`src/rtl/blackparrot_fpga_host_io_out_buffer.sv`:
```
// rtl/blackparrot_fpga_host_io_out_buffer.sv - packs IO chars into CSR words and buffers them for host reads
// Optional: BLACKPARROT_FPGA_HOST_IO_DROP_ON_FULL_EN drops chars on overflow instead of backpressuring.
module blackparrot_fpga_host_io_out_buffer #(
  parameter int S_AXIL_DATA_WIDTH = 32,
  parameter int IO_DATA_WIDTH     = 8,
  parameter int BUF_ELS_P         = 64,
  parameter int FLUSH_CYCLES_P    = 1024
) (
  input  logic                           s_axil_aclk,
  input  logic                           s_axil_aresetn,
  input  logic                           io_v_i,
  output logic                           io_ready_and_o,
  input  logic [IO_DATA_WIDTH-1:0]       io_data_i,
  output logic [1:0]                     fifo_v_o,
  input  logic [1:0]                     fifo_yumi_i,
  output logic [2*S_AXIL_DATA_WIDTH-1:0] fifo_data_o
);
  localparam int PACK_ELS = S_AXIL_DATA_WIDTH / IO_DATA_WIDTH;
  localparam int LW = $clog2(PACK_ELS + 1);
  localparam int AW = $clog2(BUF_ELS_P);
  localparam int PW = AW + 1;
  localparam int IW = $clog2(FLUSH_CYCLES_P) + 1;
  localparam logic [LW-1:0] LANE_FULL = LW'(PACK_ELS);
  localparam logic [LW-1:0] LANE_ONE  = LW'(1);
  localparam logic [PW-1:0] PTR_ONE   = PW'(1);
  localparam logic [PW-1:0] OCC_FULL  = PW'(BUF_ELS_P);
  localparam logic [IW-1:0] IDLE_ONE  = IW'(1);
  localparam logic [IW-1:0] IDLE_LAST = IW'(FLUSH_CYCLES_P - 1);

  logic                                     r_live;
  logic [PACK_ELS-1:0][IO_DATA_WIDTH-1:0]   r_pack;
  logic [LW-1:0]                            r_lane_cnt;
  logic [IW-1:0]                            r_idle;
  logic [PW-1:0]                            r_head;
  logic [PW-1:0]                            r_tail;
  logic [S_AXIL_DATA_WIDTH-1:0]             r_mem [BUF_ELS_P];

  logic                         w_pack_full;
  logic                         w_buf_full;
  logic                         w_buf_empty;
  logic                         w_flush_to;
  logic                         w_drain;
  logic                         w_accept;
  logic                         w_pop;
  logic [PW-1:0]                w_occ;
  logic [S_AXIL_DATA_WIDTH-1:0] w_data0;
  logic [S_AXIL_DATA_WIDTH-1:0] w_status;
  logic                         w_unused_yumi1;

  // Fullness uses registered pointers only, so a pop frees space for the next cycle's drain.
  assign w_pack_full    = (r_lane_cnt == LANE_FULL);
  assign w_occ          = r_tail - r_head;
  assign w_buf_full     = (w_occ == OCC_FULL);
  assign w_buf_empty    = (r_head == r_tail);
  assign w_flush_to     = (r_lane_cnt != '0) && (r_idle == IDLE_LAST);
  assign w_drain        = (w_pack_full | w_flush_to) & ~w_buf_full;
  assign w_accept       = r_live & io_v_i & (~w_pack_full | w_drain);
  assign w_pop          = r_live & fifo_yumi_i[0] & ~w_buf_empty;
  assign w_unused_yumi1 = fifo_yumi_i[1];

`ifdef BLACKPARROT_FPGA_HOST_IO_DROP_ON_FULL_EN
  logic [7:0] r_drop_cnt;
  logic       w_drop;

  assign w_drop         = r_live & io_v_i & w_pack_full & ~w_drain;
  assign io_ready_and_o = r_live;

  always_ff @(posedge s_axil_aclk or negedge s_axil_aresetn) begin
    if (!s_axil_aresetn) begin
      r_drop_cnt <= '0;
    end else if (w_drop && (r_drop_cnt != 8'hff)) begin
      r_drop_cnt <= r_drop_cnt + 8'd1;
    end
  end
`else
  assign io_ready_and_o = r_live & (~w_pack_full | w_drain);
`endif

  always_ff @(posedge s_axil_aclk or negedge s_axil_aresetn) begin
    if (!s_axil_aresetn) begin
      r_live     <= 1'b0;
      r_pack     <= '0;
      r_lane_cnt <= '0;
      r_idle     <= '0;
      r_head     <= '0;
      r_tail     <= '0;
    end else begin
      r_live <= 1'b1;
      // A char accepted alongside a drain starts the fresh word in lane 0.
      if (w_drain) begin
        r_pack     <= '0;
        r_lane_cnt <= '0;
        if (w_accept) begin
          r_pack[0]  <= io_data_i;
          r_lane_cnt <= LANE_ONE;
        end
      end else if (w_accept) begin
        for (int i = 0; i < PACK_ELS; i++) begin
          if (i == int'(r_lane_cnt)) r_pack[i] <= io_data_i;
        end
        r_lane_cnt <= r_lane_cnt + LANE_ONE;
      end
      if (w_accept | w_drain) begin
        r_idle <= '0;
      end else if ((r_lane_cnt != '0) && !w_flush_to) begin
        r_idle <= r_idle + IDLE_ONE;
      end
      if (w_drain) r_tail <= r_tail + PTR_ONE;
      if (w_pop)   r_head <= r_head + PTR_ONE;
    end
  end

  always_ff @(posedge s_axil_aclk) begin
    if (w_drain) r_mem[r_tail[AW-1:0]] <= r_pack;
  end

  always_comb begin
    w_data0 = w_buf_empty ? '0 : r_mem[r_head[AW-1:0]];
    w_status        = '0;
    w_status[15:0]  = 16'(w_occ);
    w_status[23:16] = 8'(r_lane_cnt);
`ifdef BLACKPARROT_FPGA_HOST_IO_DROP_ON_FULL_EN
    w_status[31:24] = r_drop_cnt;
`endif
  end

  assign fifo_v_o    = {2{r_live}};
  assign fifo_data_o = {w_status, w_data0};
endmodule

```
`config.mk`:
```
export PLATFORM = sky130hd
export DESIGN_NAME = blackparrot_fpga_host_io_out_buffer
export DESIGN_NICKNAME = d
export VERILOG_FILES = /design/src/rtl/blackparrot_fpga_host_io_out_buffer.sv
export SDC_FILE = /design/constraint.sdc
export NUM_CORES = 2
export LEC_CHECK = 0
export ABC_CLOCK_PERIOD_IN_PS = 5100
export CAP_MARGIN = 20
export CORE_ASPECT_RATIO = 1.5
export CORE_MARGIN = 5
export CORE_UTILIZATION = 35
export CTS_CLUSTER_DIAMETER = 120
export DETAILED_ROUTE_END_ITERATION = 10
export HOLD_SLACK_MARGIN = 0.05
export PLACE_DENSITY_LB_ADDON = 0.25
export SETUP_SLACK_MARGIN = 0.15
export SLEW_MARGIN = 20
export SYNTH_ARGS = -nofsm -noshare
export SYNTH_HDL_FRONTEND = slang
export SYNTH_SLANG_ARGS = --single-unit
```
`constraint.sdc`:
```
create_clock -name s_axil_aclk -period 5.1 [get_ports s_axil_aclk]
set_clock_uncertainty 0.05 [all_clocks]
set_input_delay 1.02 -clock s_axil_aclk [delete_from_list [all_inputs] [get_ports s_axil_aclk]]
set_output_delay 1.02 -clock s_axil_aclk [all_outputs]
set_load 0.02 [all_outputs]
```
# [Word-level counts from Yosys, hierarchy flattened]
# Memories as Yosys holds them, arrays and structs flattened.
# Cells that the tools add are included.
[classes] n_reduce_logical=15 add_sub_neg=5 muxes=15 n_eq_ne=7 bitwise_logic=12
[ops] operator="$mux W32" n=3
[ops] operator="$mux W8" n=5
[ops] operator="$mux W11" n=2
[ops] operator="$add A7 B1 Y7 const B" n=2
[ops] operator="$reduce_bool A2 Y1" n=6
[ops] operator="$add A11 B1 Y11 const B" n=1
[ops] operator="$eq A11 B10 Y1 const B" n=1
[ops] operator="$reduce_and A2 Y1" n=4
[ops] operator="$eq A7 B7 Y1" n=1
[ops] operator="$eq A7 B7 Y1 const B" n=1
[ops] operator="$sub A7 B7 Y7" n=1
[ops] operator="$and A1 B1 Y1" n=6
[ops] operator="$eq A3 B3 Y1 const A" n=2
[ops] operator="$mux W3" n=2
[ops] operator="$add A3 B1 Y3 const B" n=1
[ops] operator="$eq A2 B3 Y1 const A" n=1
[ops] operator="$eq A3 B3 Y1 const B" n=1
[ops] operator="$logic_not A3 Y1" n=1
[ops] operator="$mux W1" n=3
[ops] operator="$not A1 Y1" n=3
[ops] operator="$or A1 B1 Y1" n=3
[ops] operator="$reduce_bool A3 Y1" n=1
[ops] operator="$logic_and A1 B1 Y1" n=2
[ops] operator="$logic_not A1 Y1" n=1
[totals] word_cells=64 n_memories=1 regBits=61 ram_bits=2048
[mem_list] memory="r_mem" words=64 width=32 read_ports=1 rd_clocked_by_memory_dff=0 wr=1 line_no="36" text="logic [S_AXIL_DATA_WIDTH-1:0] r_mem [BUF_ELS_P];"

# [Longest topological paths before layout]
[depth] word_depth=8 mapped_depth=14 depth_no_buf=11

# [Worst setup path before layout]
# OpenSTA, ideal clock, no wires.
[synth_timing] path_kind="register -> register" from="register r_head[3]" to="memory r_mem[0][0], enable pin" synth_period_minus_slack_ps=5115 arrival_time_ps=4644 path_stages_with_launch=15 slack_ps=-15 path_cell_list="dfrtp_1 > buf_2 > clkinv_2 > buf_4 > buf_2 > clkbuf_1 > ha_1 > o21ai_1 > a21oi_1 > o311ai_2 > nor4b_4 > a21boi_4 > buf_4 > nand3b_1 > nor2_1"
[synth_between] elab_chain_cells=6
[synth_rtl] element="start, declared" line_no="34" text="logic [PW-1:0] r_head;"
[synth_rtl] element="start signal, assigned" line_no="109" text="if (w_pop) r_head <= r_head + PTR_ONE;"
[synth_rtl] element="$sub A7 B7 Y7" line_no="52" text="assign w_occ = r_tail - r_head;"
[synth_rtl] element="via fifo_data_o[37]" line_no="16" text="output logic [2*S_AXIL_DATA_WIDTH-1:0] fifo_data_o"
[synth_rtl] element="$eq A7 B7 Y1" line_no="53" text="assign w_buf_full = (w_occ == OCC_FULL);"
[synth_rtl] element="$not A1 Y1" line_no="56" text="assign w_drain = (w_pack_full | w_flush_to) & ~w_buf_full;"
[synth_rtl] element="$and A1 B1 Y1" line_no="56"
[synth_rtl] element="$mux W1" line_no="114" text="if (w_drain) r_mem[r_tail[AW-1:0]] <= r_pack;"
[synth_rtl] element="$mux W1 (not written as such)" line_no="114"
[synth_rtl] element="end, declared" line_no="36"
# The timed path passes the listed nets, and every way through them passes these cells.

# [Worst setup path in the final report]
[layout_timing] from="register r_head[0]" to="output port fifo_data_o[10]"
[layout_between] elab_chain_cells=2 elab_cells_between_ends=3
[layout_rtl] element="$mem_v2 Z64 W32 or $eq A7 B7 Y1 (tied branches)"
[layout_rtl] element="$mux W32 *" line_no="118" text="w_data0 = w_buf_empty ? '0 : r_mem[r_head[AW-1:0]];"
[layout_rtl] element="end, declared" line_no="16"
# Mark *: on every way between the ends. The rest lies on a longest branch, timed or not.

==> impl_metrics.ini <==
[routing]
drt_iter0_drc = 3740
drcViolationCount = 0
ant_nets = 0
first_pass_iters = 7
wl_mm = 226.9
routedWlPerCell_um = 31.65
via_per_inst = 5.406
num_vias = 38750

[place]
dp.final_hpwl_mm = 127.4
place.gp.congestion = 0.7963
io_buffers = 56

[synth]
yosysTopAreaCell = edfxtp_1
ys_ff_latch = 2109
ys_top_cells_by_area = edfxtp_1 76%, mux4_2 15%, dfrtp_1 1.9%
syn_inst = 3607
synth_area_um2 = 81260
ys_types = 59
synthArstFlopShare_pct = 2.892
synth_top_cell_area_share_pct = 75.69
ys_seq_area_share_pct = 77.56
yosysWarnings = 0
synth_edf_count = 2048
postSynthAreaPerCell_um2 = 22.53
synth_flop_cell = edfxtp_1

[die]
rows = 216
initial_core_util_pct = 35.16
fp.dieW_um = 403.4
core_area_um2 = 231100
dieArea_um2 = 242100
io_pins = 80
die_h_um = 600.1

[sta]
period_needed_ns = 4.917
final-setup-viol-count = 0
drv_slew = 0
finalHoldViolations = 0
period_share_pct = 96.41
tightest_slew_ns = 1.115
slew_headroom_pct = 25.66
rsz0062_at_grt = true
max_freq_mhz = 203.4

[flow_run]
maxCapViolCount = 0

[cts]
clk_pin_slew_ns = 0.07
clk-insertion-delay-late_ns = 0.85
cts_made_buffers = 193
cts_root_buf = clkbuf_16
cts_tree = built
clock-sinks = 2109
postCtsHoldBufs = 0
h-tree-depth = 4
cts_buffer_depth = 4

[global_route]
antenna_found_initial = 5
grt_pass1_vias = 40600
overflow = 0
grt.busiest_layer = met2
globalRouteMet3Util_pct = 2.153
grt_pass1_wl_mm = 318.1
use_met1_pct = 22.69
grt_usage_pct = 18.53
gr-usage-met2_pct = 34.04
grt_max_degree = 78

[cells_and_area]
post-route-util_pct = 41.04
drive_gt1_share_pct = 31.25
fillers = 20120
final_nets = 3995
layout_commonest_cell = edfxtp_1
area_delta_synth_final_pct = 16.72
final_cell_mix = 2,048 x edfxtp_1, 556 x mux4_2, 226 x buf_4, 196 x clkbuf_16, 149 x nand2_1

[setup_path]
crit_chain = buf_16, buf_16, mux4_2, mux4_2, a22o_1, a221o_1, buf_12, buf_4
critPathLaunchType = flop
worst_path_largest_cell_delay_ns = 0.66
rr_startpoint = r_tail[0]
critPathMaxFanout = 15
worstSetupStartpoint = r_head[0]
crit_arrival_ns = 3.85
cp_slowest_cell = mux4_2
cp-end-kind = primary output
worstPathRequired_ns = 4.03
critPathKind = reg -> out

[power_and_ir_drop]
p_leak_nw = 30.19
p_per_area_nw_per_um2 = 561.3
ir_worst_vdd_v = 0.0004395
report.power.total_mw = 53.23

[run_status]
status = completed

[hold_path]
hold_path.class = in -> async
per-stage QoR:
| step | instances | setup TNS, ns | worst slack (ns) | instance area, um^2 | hold WS (ns) |
|---|---|---|---|---|---|
| CTS | 7153 | 0 | 0.08652 | 94650 | 0.1230 |
| floorplan | 3628 | -8.588 | -0.01472 | 81330 | 0.4145 |
| global route | 7165 | 0 | 0.1032 | 94830 | 0.1924 |
| global placement | 6769 | 0 | 0.1463 | 87650 | 0.4314 |
| detailed placement | 6770 | 0 | 0.1758 | 87670 | 0.4384 |
| finish | 7167 | 0 | 0.1832 | 94840 | 0.1666 |
where the power goes:
group	internal [mW]	switching, mW	leakage, nW
Combinational	7.60	9.58	7.77
Sequential	20.9	1.23	19.6
Clock	7.64	6.25	2.86
Total	36.2	17.1	30.2
worst max-delay path: cells and delay by family (launching register included):
kind | cells | cell delay, ns
mux | 2 | 1.18
buf+inv | 4 | 0.73
compound gates | 2 | 0.56
flops | 1 | 0.52
area by class of cell:
type	instances	area [um^2]	area share, %
tap	3052	3819	4.026
multi-input combinational	1289	17780	18.74
sequential	2109	63130	66.56
inverter	18	75.07	0.07916
timing repair buffer	356	4195	4.424
antenna	3	7.507	0.007916
clock buffer	234	5026	5.300
clock inverter	106	812.0	0.8562
path summary, 6_finish.rpt:
path                       depth (start not counted)               to  slack [ns]
hold / removal                                     1        r_head[4]        0.17
hold reg to reg                                    1        r_tail[6]        0.45
min in group s_axil_aclk                           1        r_tail[6]        0.45
max in group asynchronous                          2        r_pack[7]        3.84
setup / recovery                                   8  fifo_data_o[10]        0.18
setup reg to reg                                  13    r_mem[29][16]        0.59
state kept, by name (all words and copies together), names as in the netlist:
register	cells
r_pack	32
r_live	1
r_mem	2048
r_idle	11
r_head	7
r_lane_cnt	3
r_tail	7
what timing repair did:
action / 4_1_cts / 5_1_grt
endpoints found under the setup margin: 34 / 14
buffers inserted: 26 / 10
pin swaps: 8 / 0
resized for setup: 108 / 9
cloned: 17 / 1
cells by family after synthesis:
kind of cell	synth area share, %
DFF	77.56
muxes	16.63
and+or+nand+nor	1.894
buffers and inverters	1.449
AOI/OAI and AO/OA	1.911
xor gates and xnor gates	0.3003
adders and majority gates	0.2402
other	0.009242
per-layer routing:
layer  share of wire, %  vias to the layer above  wire length (um)
met2                 54                     1151            121900
met4                3.6                        2              8146
met3                4.6                      340             10510
met5             0.0071                        -                16
met1                 38                    21330             86310
li1                   -                    15930                 -
synth_stat cells (all sizes together), types with 16 or more instances:
master / count
edfxtp: 2048
mux4: 556
nand2: 156
buf: 136
nor2: 115
mux2i: 98
clkbuf: 76
dfrtp: 61
o21ai: 39
nand3: 35
a21oi: 34
a22oi: 30
a32oi: 23
o221ai: 22
o22ai: 19
inv: 16
(Power assumes the default switching activity.)
